**src/rtl/id_pkg.sv**
```systemverilog
// Shared opcode, ALU-op and control definitions for the RISC-V decode stage.
package id_pkg;

    localparam logic [6:0] OP_R      = 7'b0110011;
    localparam logic [6:0] OP_IMM    = 7'b0010011;
    localparam logic [6:0] OP_LOAD   = 7'b0000011;
    localparam logic [6:0] OP_STORE  = 7'b0100011;
    localparam logic [6:0] OP_BRANCH = 7'b1100011;
    localparam logic [6:0] OP_JALR   = 7'b1100111;
    localparam logic [6:0] OP_LUI    = 7'b0110111;
    localparam logic [6:0] OP_AUIPC  = 7'b0010111;
    localparam logic [6:0] OP_JAL    = 7'b1101111;

    localparam logic [1:0] ALU_OP_ADD   = 2'b00;
    localparam logic [1:0] ALU_OP_SUB   = 2'b01;
    localparam logic [1:0] ALU_OP_FUNCT = 2'b10;

    typedef struct packed {
        logic       alu_src;
        logic       mem_to_reg;
        logic       reg_write;
        logic       mem_read;
        logic       mem_write;
        logic       branch;
        logic [1:0] alu_op;
    } ctrl_t;

    // Unknown opcodes decode to an all-zero NOP control word.
    function automatic ctrl_t decode_ctrl(input logic [6:0] opcode);
        ctrl_t c;
        c = '0;
        case (opcode)
            OP_R:      c = '{1'b0, 1'b0, 1'b1, 1'b0, 1'b0, 1'b0, ALU_OP_FUNCT};
            OP_IMM:    c = '{1'b1, 1'b0, 1'b1, 1'b0, 1'b0, 1'b0, ALU_OP_FUNCT};
            OP_LOAD:   c = '{1'b1, 1'b1, 1'b1, 1'b1, 1'b0, 1'b0, ALU_OP_ADD};
            OP_STORE:  c = '{1'b1, 1'b0, 1'b0, 1'b0, 1'b1, 1'b0, ALU_OP_ADD};
            OP_BRANCH: c = '{1'b0, 1'b0, 1'b0, 1'b0, 1'b0, 1'b1, ALU_OP_SUB};
            default:   c = '0;
        endcase
        return c;
    endfunction

endpackage

```
**src/rtl/gp_regfile.sv**
```systemverilog
// General-purpose register file: two combinational read ports with write-through
// bypass from the single write-back port; x0 is hardwired to zero.
module gp_regfile #(
    parameter  int XLEN = 64,
    parameter  int NREG = 32,
    localparam int RAW  = $clog2(NREG)
) (
    input  logic            clk,
    input  logic            rst_n,
    input  logic [RAW-1:0]  rs1,
    input  logic [RAW-1:0]  rs2,
    output logic [XLEN-1:0] rs1_data,
    output logic [XLEN-1:0] rs2_data,
    input  logic            wb_en,
    input  logic [RAW-1:0]  wb_rd,
    input  logic [XLEN-1:0] wb_data
);

    logic [XLEN-1:0] regs [NREG];

    // NOTE: the array is reset so operands are never X after reset; this rules
    // out a RAM macro, which is acceptable for a 32-entry flop file.
    always_ff @(posedge clk or negedge rst_n) begin
        if (!rst_n) begin
            for (int i = 0; i < NREG; i++) regs[i] <= '0;
        end else if (wb_en && wb_rd != '0) begin
            regs[wb_rd] <= wb_data;
        end
    end

    always_comb begin
        rs1_data = '0;
        rs2_data = '0;
        if (rs1 != '0) rs1_data = (wb_en && wb_rd == rs1) ? wb_data : regs[rs1];
        if (rs2 != '0) rs2_data = (wb_en && wb_rd == rs2) ? wb_data : regs[rs2];
    end

endmodule

```
**src/rtl/id_stage.sv**
```systemverilog
// Instruction-decode stage: register read, immediate generation, control decode,
// load-use hazard detection and a single valid/ready output slot.
module id_stage
    import id_pkg::*;
#(
    parameter  int XLEN = 64,
    parameter  int NREG = 32,
    localparam int RAW  = $clog2(NREG)
) (
    input  logic            clk,
    input  logic            rst_n,
    input  logic            in_valid,
    output logic            in_ready,
    input  logic [31:0]     in_inst,
    input  logic            wb_en,
    input  logic [RAW-1:0]  wb_rd,
    input  logic [XLEN-1:0] wb_data,
    input  logic            flush,
    output logic            out_valid,
    input  logic            out_ready,
    output logic [XLEN-1:0] out_rs1_data,
    output logic [XLEN-1:0] out_rs2_data,
    output logic [XLEN-1:0] out_imm,
    output logic [RAW-1:0]  out_rd,
    output logic [1:0]      out_alu_op,
    output logic            out_alu_src,
    output logic            out_branch,
    output logic            out_mem_read,
    output logic            out_mem_write,
    output logic            out_mem_to_reg,
    output logic            out_reg_write
);

    logic [6:0]      opcode;
    logic [RAW-1:0]  rs1, rs2, rd;
    logic [XLEN-1:0] rs1_data, rs2_data, imm;
    logic signed [31:0] imm32;
    ctrl_t           ctrl, slot_ctrl;
    logic            rs2_used, hazard, advance;

    assign opcode = in_inst[6:0];
    assign rd     = in_inst[7 +: RAW];
    assign rs1    = in_inst[15 +: RAW];
    assign rs2    = in_inst[20 +: RAW];
    assign ctrl   = decode_ctrl(opcode);

    gp_regfile #(.XLEN(XLEN), .NREG(NREG)) u_regfile (
        .clk      (clk),
        .rst_n    (rst_n),
        .rs1      (rs1),
        .rs2      (rs2),
        .rs1_data (rs1_data),
        .rs2_data (rs2_data),
        .wb_en    (wb_en),
        .wb_rd    (wb_rd),
        .wb_data  (wb_data)
    );

    always_comb begin
        imm32 = '0;
        case (opcode)
            OP_LOAD, OP_IMM, OP_JALR:
                imm32 = {{20{in_inst[31]}}, in_inst[31:20]};
            OP_STORE:
                imm32 = {{20{in_inst[31]}}, in_inst[31:25], in_inst[11:7]};
            OP_BRANCH:
                imm32 = {{19{in_inst[31]}}, in_inst[31], in_inst[7], in_inst[30:25],
                         in_inst[11:8], 1'b0};
            OP_LUI, OP_AUIPC:
                imm32 = {in_inst[31:12], 12'b0};
            OP_JAL:
                imm32 = {{11{in_inst[31]}}, in_inst[31], in_inst[19:12], in_inst[20],
                         in_inst[30:21], 1'b0};
            default:
                imm32 = '0;
        endcase
    end

    // Signed cast carries inst[31] up to the full datapath width.
    assign imm = XLEN'(imm32);

    assign rs2_used = (opcode == OP_R) || (opcode == OP_STORE) || (opcode == OP_BRANCH);
    assign hazard   = out_valid && slot_ctrl.mem_read && out_rd != '0 &&
                      (out_rd == rs1 || (rs2_used && out_rd == rs2));
    assign advance  = !out_valid || out_ready;
    assign in_ready = advance && (!hazard || flush);

    // Bubbles only drop valid; payload keeps its last value.
    always_ff @(posedge clk or negedge rst_n) begin
        if (!rst_n) begin
            out_valid    <= 1'b0;
            out_rs1_data <= '0;
            out_rs2_data <= '0;
            out_imm      <= '0;
            out_rd       <= '0;
            slot_ctrl    <= '0;
        end else if (flush) begin
            out_valid <= 1'b0;
        end else if (advance && in_valid && !hazard) begin
            out_valid    <= 1'b1;
            out_rs1_data <= rs1_data;
            out_rs2_data <= rs2_data;
            out_imm      <= imm;
            out_rd       <= rd;
            slot_ctrl    <= ctrl;
        end else if (advance) begin
            out_valid <= 1'b0;
        end
    end

    assign out_alu_op     = slot_ctrl.alu_op;
    assign out_alu_src    = slot_ctrl.alu_src;
    assign out_branch     = slot_ctrl.branch;
    assign out_mem_read   = slot_ctrl.mem_read;
    assign out_mem_write  = slot_ctrl.mem_write;
    assign out_mem_to_reg = slot_ctrl.mem_to_reg;
    assign out_reg_write  = slot_ctrl.reg_write;

endmodule

```
**config.mk**
```make
export PLATFORM = sky130hd
export DESIGN_NAME = id_stage
export DESIGN_NICKNAME = d
export VERILOG_FILES = /design/src/rtl/id_pkg.sv /design/src/rtl/gp_regfile.sv /design/src/rtl/id_stage.sv
export SDC_FILE = /design/constraint.sdc
export NUM_CORES = 2
export LEC_CHECK = 0
export ABC_CLOCK_PERIOD_IN_PS = 2100
export CORE_ASPECT_RATIO = 0.8
export CORE_MARGIN = 5
export CORE_UTILIZATION = 50
export CTS_BUF_LIST = sky130_fd_sc_hd__clkbuf_4 sky130_fd_sc_hd__clkbuf_8
export CTS_CLUSTER_SIZE = 28
export DETAILED_ROUTE_END_ITERATION = 12
export HOLD_SLACK_MARGIN = 0.02
export PLACE_DENSITY = 0.69
export RECOVER_POWER = 50
export SYNTH_ARGS = -nofsm -noshare
export SYNTH_HDL_FRONTEND = slang
export SYNTH_SLANG_ARGS = --single-unit
```
**constraint.sdc**
```tcl
create_clock -name clk -period 2.1 [get_ports clk]
set_input_delay 0.42 -clock clk [delete_from_list [all_inputs] [get_ports clk]]
set_output_delay 0.42 -clock clk [all_outputs]
set_load 0.005 [all_outputs]
```
==> parameters.txt <==
Parameter                              Value

Outcome
  Result of the run    finished with violations
  Violated checks    setup timing

Floorplan
  Die H    436.6 um
  Area of the die    roughly 240000 um^2
  Die Width    between 500 and 600 um
  Placeable Area    between 200000 and 250000 um^2
  # IOs    ~310
  Initial core utilization    about half
  Placement row count    approximately 160

Place
  Number of port buffers    about 310
  DP Area    around 130000 um^2
  HPWL after detailed placement    between 200 and 300 mm
  Final weighted congestion in routability-driven placement    about 0.94
  Cell count after placement    roughly 11000

Worst setup path
  Reg2Reg Capture Point    out_rs1_data[55]
  Cell with the most instances on the worst path    sky130_fd_sc_hd__buf_6
  Slowest cell delay on critical path    roughly 550 ps
  Cell chain of the critical path    or4_4 -> o211ai_4 -> buf_4 -> buf_6 -> buf_6 -> buf_6 -> buf_6 -> buf_6 -> buf_8 -> o21bai_4 -> buf_12 -> buf_4 -> buf_16 -> a221o_1
  Register-to-register path setup slack    -840 ps
  Data required time at the worst endpoint    ~3000 ps
  Worst Reg2Reg Path Length in Cells    14
  Critical Path End Type    register
  CP max FO    9
  Category of cells accounting for the largest share of critical-path delay    buffers and inverters
  Launch point of the worst path    out_rd[4]
  Data arrival time of the critical path    about 3800 ps
  Cell depth of the worst setup path    14
  Origin of the critical flop-to-flop path    out_rd[4]
  Timing endpoint of the critical path    out_rs1_data[55]
  Cell with the biggest individual delay on the critical path    sky130_fd_sc_hd__or4_4
  WP buf/inv    10
  Worst setup path category    reg -> reg
  CP startpoint kind    register

Timing
  Final setup TNS    -127570 ps
  Final Setup Violations    between 200 and 300
  Final Skew    around 52 ps
  Worst-Margin Slew    between 1000 and 1500 ps
  Normalized max-slew margin    between 5 and 6%
  Min setup slack post-route    -836.9 ps
  Maximum operating frequency    roughly 0.34 GHz
  Max-slew violation count    0
  Setup repair after global routing missed its margin    yes
  Final period util    139.9%
  Total count of hold-check failures in the final report    0
  Hold slack final    102.3 ps
  Shortest period the worst path allows    between 2000 and 3000 ps

Finish
  Max FFs per register    approximately 2000
  Area of all placed cells without fillers    139600 um^2
  Post-layout net count    8696
  Top flop regs    u_regfile.regs (2048), out_rs1_data (64), out_rs2_data (64)
  Register with the most flip-flops    u_regfile.regs
  Post-layout utilization of the core    between 60% and 70%
  Synthesis-to-finish area growth    22.72%
  Share of final-layout standard cells stronger than drive strength 1    a little under three fifths
  Count of non-filler cells in the finished layout    ~12000

Power
  Portion of total power attributed to combinational logic    roughly a fifth
  Internal cell power    approximately 90 mW
  Power share of the clock group    roughly a third
  Switching power summed over all nets    roughly 36 mW
  Fraction of power consumed by sequential logic    approximately 46%
  Leakage power    a little over 60 nW
  Switching power as a share of total power    between 20% and 30%
  Power density over cell area    around 900 nW/um^2
  Max rail drop VDD    0.6322 mV

Logic synthesis
  Mux share of post-synthesis cell area    39.63%
  Number of enable flip-flop cells after synthesis    0
  Register bit total from synthesis    roughly 2200
  Adder-Cell Fraction of Synth Area    0%
  Synthesized area divided by synthesized cell count    around 15 um^2
  Share of flip-flops with an asynchronous set or reset    100.0%
  Compound-Gate Fraction of Synth Area    under 10%
  Cell area after synthesis    ~110000 um^2
  Most used flip-flop cell after synthesis    sky130_fd_sc_hd__dfrtp_1
  XOR/XNOR share of the synthesized area    less than 1%
  Seq/Total Area, Yosys    roughly 49%
  Dominant combinational cell family by area after synthesis    multiplexers
  Count of synthesis-stage warnings from yosys    0
  Distinct cell type count after synthesis    60
  Area fraction in and, or, nand and nor cells after synthesis    1.515%
  Number of nets in the synthesized netlist    just under 8000
  Cell count after synthesis    approximately 7600

Drt
  Total via count after detailed routing    82860
  Detailed-routing iteration count for the pre-antenna-repair pass    6
  1st-iter DRT viols    approximately 11000
  Overall routed net length    ~430 mm
  Number of vias per cell    6.968
  Average wire per standard cell    around 36 um
  DRC Markers    0
  Number of antenna-violating nets in the routed design    0

Clock network
  Clock latency on the worst-skew pair    ~1000 ps
  # clock sinks    roughly 2200
  Clk root buf    sky130_fd_sc_hd__clkbuf_8
  H-tree lvl count    5
  TritonCTS clock tree    done
  Number of clock buffers inserted by TritonCTS    370
  Clock buffer depth    4
  Clock transition at the registers of the reported paths    approximately 60 ps

Global routing
  Number of antenna violations at the first check in global routing    11
  Total grt overflow    0
  Vias in the first global route    about 84000
  Pin count of the biggest net entering global routing    approximately 130
  Global-route usage over all layers    roughly 36%
  First-pass GRT wire length    618.2 mm

Run
  Max-cap violations    0

Hold path
  Class of the most critical hold timing path    in -> reg
-- cells in the final DEF (no fill, tap or decap), drive strengths merged, types with 13 or more instances in the layout --
master,instances
o21ai,70
a221o,128
a21oi,40
diode,17
a22oi,124
a211oi,100
nor2b,31
clkdlybuf4s15,30
xor2,13
clkbuf,612
mux2i,306
buf,1359
clkinv,46
o22ai,231
a211o,18
or4,40
mux2,1989
mux4,871
clkdlybuf4s50,98
inv,16
o221ai,45
nand3,33
a221oi,54
nand2,80
a31oi,43
dlygate4sd3,14
nor2,87
dfrtp,2220
a22o,67
-- power groups by stage --
stage	clock network [mW]	logic (mW)	registers, mW
5_1_grt	44.1	27.8	58.4
3_3_place_gp	0	25.2	57.3
4_1_cts	42.2	26.1	57.4
6_report	41.9	26.3	57.8
3_5_place_dp	0	25.9	58.0
2_1_floorplan	0	17.6	55.3
-- routing by layer --
| metal | wire, um | track usage (%) | vias up |
|---|---|---|---|
| li1 | - | - | 31790 |
| met1 | 162300 | 48.06 | 43950 |
| met2 | 192100 | 53.36 | 5768 |
| met3 | 49050 | 10.77 | 1341 |
| met4 | 26260 | 18.19 | 6 |
| met5 | 34 | 0 | - |
-- cell usage after synthesis, drive strengths merged (3+ instances only) --
master,number,area share [%]
o22a,4,0.031
or4,40,0.27
o211ai,3,0.041
inv,5,0.017
a21oi,40,0.18
o21ai,70,0.31
and3,4,0.022
a31oi,43,0.24
dfrtp,2220,49
clkbuf,576,1.9
mux2,1989,20
nor3,6,0.031
or2,5,0.028
a22oi,124,0.82
a2111oi,4,0.031
nor2,87,0.29
nor2b,31,0.17
a22o,67,0.52
nor3b,7,0.046
and2,8,0.044
o221ai,45,0.35
a221o,128,1.1
nand3b,7,0.046
mux4,871,17
or3,5,0.028
o22ai,231,1.3
nand2,80,0.26
nor4,4,0.035
buf,335,1.8
nand3,33,0.15
a211oi,100,0.66
a211o,18,0.14
mux2i,306,2.7
xnor2,7,0.054
a221oi,54,0.42
nand2b,7,0.038
or3b,4,0.031
xor2,13,0.10
-- area by class of cell --
| class | count | area (um^2) |
|---|---|---|
| tap | 3002 | 3756 |
| inverter | 6 | 22.52 |
| clock buffer | 585 | 7376 |
| sequential | 2220 | 55640 |
| timing repair buffer | 1534 | 17510 |
| antenna | 17 | 42.54 |
| fill | 16630 | 86630 |
| multi-input combinational | 4457 | 54630 |
| clock inverter | 70 | 611.8 |
-- per-stage QoR --
stage	setup WS (ps)	total power, mW
after floorplan	-187.3	72.86
after global placement	-960.0	82.48
after detailed placement	-995.2	83.87
after CTS	-869.0	125.7
after global routing	-941.5	130.4
final	-836.9	126.0
-- worst min-delay path by stage --
| stage | slack [ps] | startpoint | endpoint | cells past startpoint |
|---|---|---|---|---|
| 5_1_grt | 60 | in_inst[10] | out_rd[3] | 2 |
| 3_5_place_dp | 380 | u_regfile.regs[1998] | u_regfile.regs[1998] | 0 |
| 6_report | 100 | in_inst[21] | out_imm[21] | 5 |
| 2_1_floorplan | 120 | rst_n | out_alu_op[0] | 0 |
| 4_1_cts | 20 | in_inst[10] | out_rd[3] | 2 |
| 3_3_place_gp | 380 | u_regfile.regs[2034] | u_regfile.regs[2034] | 0 |
-- tightest hold or removal path: stages --
cell and delay, ps:
sky130_fd_sc_hd__buf_8 110, sky130_fd_sc_hd__buf_12 190, sky130_fd_sc_hd__buf_4 160, sky130_fd_sc_hd__a21oi_1 60
sky130_fd_sc_hd__o21ai_0 120
-- cells by family after synthesis --
| logic type | count (synthesis) |
|---|---|
| muxes | 3166 |
| DFF | 2220 |
| AOI/OAI and AO/OA | 939 |
| buffers and inverters | 917 |
| and+or+nand+nor | 332 |
| xor gates and xnor gates | 20 |
-- repair_timing --
item                                    in CTS  in global routing
endpoints found under the setup margin     376                247
setup buffers                               85                 23
pin swaps                                    9                 11
resized for setup                          957                 50
endpoints found under the hold margin     2072                  0
cloned                                      14                  1
hold buffers                                14                  0
(Power assumes the default switching activity.)
